[src/rtl/uart_pkg.sv]
// Definitions shared by the team's UART transmitter and receiver: frame
// width, receiver state encoding and the common bit-period calculation.
package uart_pkg;

  localparam int UART_DATA_BITS = 8;

  typedef enum logic [2:0] {
    IDLE,
    START,
    DATA,
    STOP,
    WAIT_IDLE
  } rx_state_t;

  // One bit period in clocks; TX and RX must agree on this exact value.
  function automatic int bit_cycles(input int clock_freq, input int baud_rate);
    return clock_freq / baud_rate + 1;
  endfunction

endpackage

[src/rtl/sync_2ff.sv]
// Two-flop synchroniser for a single asynchronous input, with a
// configurable reset value so idle-high lines come out of reset inactive.
module sync_2ff #(
  parameter logic RESET_VALUE = 1'b1
) (
  input  logic clk,
  input  logic rst_n,
  input  logic d,
  output logic q
);

  logic meta;

  always_ff @(posedge clk or negedge rst_n) begin
    if (!rst_n) begin
      meta <= RESET_VALUE;
      q    <= RESET_VALUE;
    end else begin
      // NOTE: non-blocking assignments make meta->q a real two-stage pipeline;
      // blocking ones here would collapse it into a single flop.
      meta <= d;
      q    <= meta;
    end
  end

endmodule

[src/rtl/uart_rx_module.sv]
// UART receiver (8N1, LSB first): mid-bit sampling of the synchronised line,
// one-entry holding register with valid/ready, active-low RTS and error pulses.
module uart_rx_module
  import uart_pkg::*;
#(
  parameter int CLOCK_FREQ = 50_000_000,
  parameter int BAUD_RATE  = 115_200
) (
  input  logic                      sample_clock,
  input  logic                      reset,
  input  logic                      uart_rx,
  input  logic                      ready,
  output logic [UART_DATA_BITS-1:0] receive_output,
  output logic                      valid,
  output logic                      uart_rts,
  output logic                      framing_error,
  output logic                      overrun
);

  localparam int DIVISOR    = CLOCK_FREQ / BAUD_RATE;
  localparam int BIT_CYCLES = bit_cycles(CLOCK_FREQ, BAUD_RATE);
  localparam int HALF       = BIT_CYCLES / 2;
  localparam int CNT_W      = $clog2(BIT_CYCLES);
  localparam int IDX_W      = $clog2(UART_DATA_BITS);

  localparam logic [CNT_W-1:0] CNT_LAST = CNT_W'(DIVISOR);
  localparam logic [CNT_W-1:0] CNT_MID  = CNT_W'(HALF - 1);
  localparam logic [IDX_W-1:0] IDX_LAST = IDX_W'(UART_DATA_BITS - 1);

  logic                      rx_s;
  rx_state_t                 state;
  logic [CNT_W-1:0]          cnt;
  logic [IDX_W-1:0]          bit_idx;
  logic [UART_DATA_BITS-1:0] shift;

  logic stop_sample;
  logic stop_good;
  logic deliver;
  logic drop;
  logic valid_next;

  sync_2ff #(
    .RESET_VALUE(1'b1)
  ) u_rx_sync (
    .clk  (sample_clock),
    .rst_n(reset),
    .d    (uart_rx),
    .q    (rx_s)
  );

  // Delivery decision for the cycle in which the stop bit is sampled.
  always_comb begin
    // NOTE: every signal gets a default before any branch so no latch can be inferred.
    stop_sample = 1'b0;
    stop_good   = 1'b0;
    deliver     = 1'b0;
    drop        = 1'b0;
    valid_next  = valid;

    stop_sample = (state == STOP) && (cnt == CNT_LAST);
    stop_good   = stop_sample && rx_s;
    deliver     = stop_good && (!valid || ready);
    drop        = stop_good && valid && !ready;

    if (deliver) begin
      valid_next = 1'b1;
    end else if (valid && ready) begin
      valid_next = 1'b0;
    end
  end

  always_ff @(posedge sample_clock or negedge reset) begin
    if (!reset) begin
      state          <= IDLE;
      cnt            <= '0;
      bit_idx        <= '0;
      // NOTE: the shift and holding registers are cheap flops, not RAM, so they
      // are reset to give a defined receive_output straight out of reset.
      shift          <= '0;
      receive_output <= '0;
      valid          <= 1'b0;
      uart_rts       <= 1'b0;
      framing_error  <= 1'b0;
      overrun        <= 1'b0;
    end else begin
      valid         <= valid_next;
      uart_rts      <= valid_next;
      framing_error <= stop_sample && !rx_s;
      overrun       <= drop;
      if (deliver) begin
        receive_output <= shift;
      end

      case (state)
        IDLE: begin
          if (!rx_s) begin
            state <= START;
            cnt   <= '0;
          end
        end

        // Re-check the start bit at its midpoint so short glitches are ignored.
        START: begin
          if (cnt == CNT_MID) begin
            if (rx_s) begin
              state <= IDLE;
            end else begin
              state   <= DATA;
              cnt     <= '0;
              bit_idx <= '0;
            end
          end else begin
            cnt <= cnt + 1'b1;
          end
        end

        DATA: begin
          if (cnt == CNT_LAST) begin
            shift[bit_idx] <= rx_s;
            cnt            <= '0;
            if (bit_idx == IDX_LAST) begin
              state <= STOP;
            end else begin
              bit_idx <= bit_idx + 1'b1;
            end
          end else begin
            cnt <= cnt + 1'b1;
          end
        end

        STOP: begin
          if (cnt == CNT_LAST) begin
            cnt   <= '0;
            state <= rx_s ? IDLE : WAIT_IDLE;
          end else begin
            cnt <= cnt + 1'b1;
          end
        end

        // A held-low line (break) reports one framing error, then waits here.
        WAIT_IDLE: begin
          if (rx_s) begin
            state <= IDLE;
          end
        end

        default: state <= IDLE;
      endcase
    end
  end

endmodule

[config.mk]
export PLATFORM = sky130hd
export DESIGN_NAME = uart_rx_module
export DESIGN_NICKNAME = d
export VERILOG_FILES = /design/src/rtl/uart_pkg.sv /design/src/rtl/sync_2ff.sv /design/src/rtl/uart_rx_module.sv
export SDC_FILE = /design/constraint.sdc
export NUM_CORES = 1
export LEC_CHECK = 0
export ABC_CLOCK_PERIOD_IN_PS = 2400
export BUFFER_PORTS_ARGS = -buffer_cell sky130_fd_sc_hd__buf_4
export CORE_UTILIZATION = 58
export CTS_CLUSTER_DIAMETER = 80
export CTS_CLUSTER_SIZE = 40
export DETAILED_ROUTE_END_ITERATION = 10
export PLACE_DENSITY = 0.89
export SYNTH_ARGS = -nofsm -noshare
export SYNTH_HDL_FRONTEND = slang
export SYNTH_SLANG_ARGS = --single-unit
[constraint.sdc]
create_clock -name sample_clock -period 2.4 [get_ports sample_clock]
set_input_delay 0.24 -clock sample_clock [delete_from_list [all_inputs] [get_ports sample_clock]]
set_output_delay 0.24 -clock sample_clock [all_outputs]
set_load 0.02 [all_outputs]
==> out/qor.yml <==
floorplanning:
  fp.dieArea_mm2: 0.00339
  rows: 20
  fp.dieH_um: 58.2
  initial_utilization: 0.605
  design.core.area_mm2: 0.00303
  io-pin-count: 16
  die_x_um: 58.2
sta:
  relSlewSlack: 0.662
  tightestPinTransition_ns: 0.505
  hold_violations: 0
  skew_ns: 0.00603
  finalCritPeriodShare: 0.855
  setup_tns_ns: 0
  fin_crit_ns: 2.05
  clock.fmax_mhz: 487
  finalWorstSetupSlack_ns: 0.348
  rsz0062_at_grt: "no"
  timing.hold.ws_ns: 0.256
  setup_viol: 0
  finalMaxSlewViolations: 0
finish:
  syn2layout_area_growth_pct: 11.8
  finalNetCount: 194
  layout-drive-gt1-share: 0.237
  antennaDiodeCount: 0
  fillers: 217
  final_cell_area_mm2: 0.00205
  fin_util: 0.676
run:
  max_cap_viol_count: 0
clocking:
  root_buffer: "clkbuf_4"
  cts_hold_buf: 2
  clk_pin_slew_ns: 0.11
  cts_buffers: 5
  cts.path.max_buffers: 2
  cts_sinks: 36
  clkLatencyLatePin_ns: 0.35
  cts_resized: 0
  htree_levels: 2
  cts_tree: "built"
  post_cts_buffers: 0
place:
  dpl_worst_slack_ns: 0.354
  dp_hpwl_mm: 2.53
  port_buffers: 15
  placed_cell_area_mm2: 0.00195
  gp_congestion: 0.871
setup_path:
  critPathLaunchType: "register"
  crit_top_cell: "and4b_1"
  cp_data_required_time_ns: 2.65
  arrival_ns: 2.30
  cp_cell_sequence: "inv_1, ha_1, and4b_1, and4b_1, nand4_4, mux2_2"
  critical_path_class: "register to register"
  critPathSlowestCell: "dfrtp_1"
  worstPathMaxFanout: 9
  cp-end-kind: "register"
  cpPeakStageDelay_ns: 0.43
  r2r_setup_slack_ns: 0.35
detailed_routing:
  vias_per_cell: 5.94
  drc_errors: 0
  totalWireLength_mm: 3.59
  firstDrtPassIters: 4
  ant_nets: 0
  wl_per_cell_um: 15.6
  drt_iter0_drc: 61
  vias: 1366
worst_hold_path:
  hp-class: "input pin to register"
logic_synthesis:
  syn_area_per_cell_um2: 10.8
  synth_common_cells: "dfrtp_1, mux2_2, nand2_1, o21ai_0, nor2_1"
  synth_cells: 170
  synth.area.top_cells: "dfrtp_1, mux2_2, o21ai_0"
  synth_enable_flop_cells: 0
  synth_most_common_cell: "dfrtp_1"
  yosys_warnings: 0
  syn-num-nets: 179
  synth_top_area_share: 0.464
  yosys_most_used_dff: "dfrtp_1"
  synth-async-reset-ratio: 1.00
  seq_area_frac_synth: 0.493
  ys_seq_elements: 36
  synth_area_leader_cell: "dfrtp_1"
  synthDistinctLibCells: 41
  netlist_area_mm2: 0.00183
grt:
  grt.total_usage: 0.251
  antenna_found_initial: 0
  grt_pass1_vias: 1340
  grt-ovfl-total: 0
  grt_pass1_wl_mm: 6.20
  grt_max_degree: 37
pwr:
  p_leak_nw: 0.973
  powerDensity_mw_per_mm2: 516
  irDropWorstVdd_uv: 412
run_status:
  status: "finished, final reports clean"
-- state kept, by name (all words and copies together) (netlist names) --
| name | flops |
|---|---|
| bit_idx | 3 |
| cnt | 9 |
| framing_error | 1 |
| overrun | 1 |
| receive_output | 8 |
| shift | 8 |
| state | 3 |
| u_rx_sync.meta | 1 |
| u_rx_sync.q | 1 |
| uart_rts | 1 |
-- cells in the final DEF, fill, tap and decap left out, drive strengths merged, types with 3 or more instances in the layout --
cell	netlist	final
buf	8	17
clkbuf	3	6
dfrtp	34	34
ha	5	5
inv	7	7
mux2	16	16
mux2i	3	3
nand2	14	14
nand3	4	4
nand4	5	5
nand4b	5	5
nor2	8	8
nor2b	5	5
nor3	5	5
nor4	3	3
o21ai	14	14
o22ai	4	4
-- path summary, 6_finish.rpt --
check / startpoint / endpoint / depth (start not counted)
max in group asynchronous: reset / u_rx_sync.q / 2
setup reg to reg: cnt[0] / receive_output[7] / 6
hold / removal: ready / overrun / 3
setup / recovery: cnt[0] / receive_output[7] / 6
hold reg to reg: u_rx_sync.meta / u_rx_sync.q / 0
min in group asynchronous: reset / state[0] / 2
-- report_power, final --
part | leakage [nW] | total, mW | internal [mW] | switching, mW
sequential | 0.481 | 0.613 | 0.609 | 0.00355
combinational | 0.450 | 0.0200 | 0.00651 | 0.0135
clock | 0.0422 | 0.424 | 0.218 | 0.206
total | 0.973 | 1.06 | 0.834 | 0.223
-- cell type report --
| type | instances | area [um2] | area share |
|---|---|---|---|
| flip-flops and latches | 36 | 903 | 0.441 |
| multi-input cells | 116 | 840 | 0.410 |
| repair buffers | 19 | 148 | 0.0721 |
| well taps | 44 | 55.1 | 0.0269 |
| clock buffers | 6 | 41.3 | 0.0202 |
| clock inverters | 2 | 35.0 | 0.0171 |
| inverters | 7 | 26.3 | 0.0128 |
-- cells by family after synthesis --
logic type      count (synthesis)  synth area share
simple gates                   59             0.193
fa+ha+maj                       5            0.0342
flops                          36             0.493
compound gates                 32             0.111
mux                            19             0.115
xor+xnor                        1           0.00478
buf+inv                        18            0.0485
-- layer usage --
layer  global-route usage  up-vias  routed length (um)
li1                     -      649                   -
met1                0.321      672                1600
met2                0.394       40                1760
met3               0.0737        5                 169
met4                0.116        0                  61
met5                    0        -                   0
-- per-stage QoR --
step           total power [mW]  std cells
4_1_cts                    1.06        230
2_1_floorplan             0.627        170
5_1_grt                    1.10        230
6_report                   1.06        230
3_5_place_dp              0.643        220
3_3_place_gp              0.642        220
-- critical path, delay by kind of cell, from the launching register on --
family                   cells  cell delay, ns
AND/OR/NAND/NOR              3            0.89
flip-flops                   1            0.43
buffers and inverters        1            0.13
adder cells (fa/ha/maj)      1            0.15
multiplexers                 1            0.34
Power figures use the tool's default switching activity.
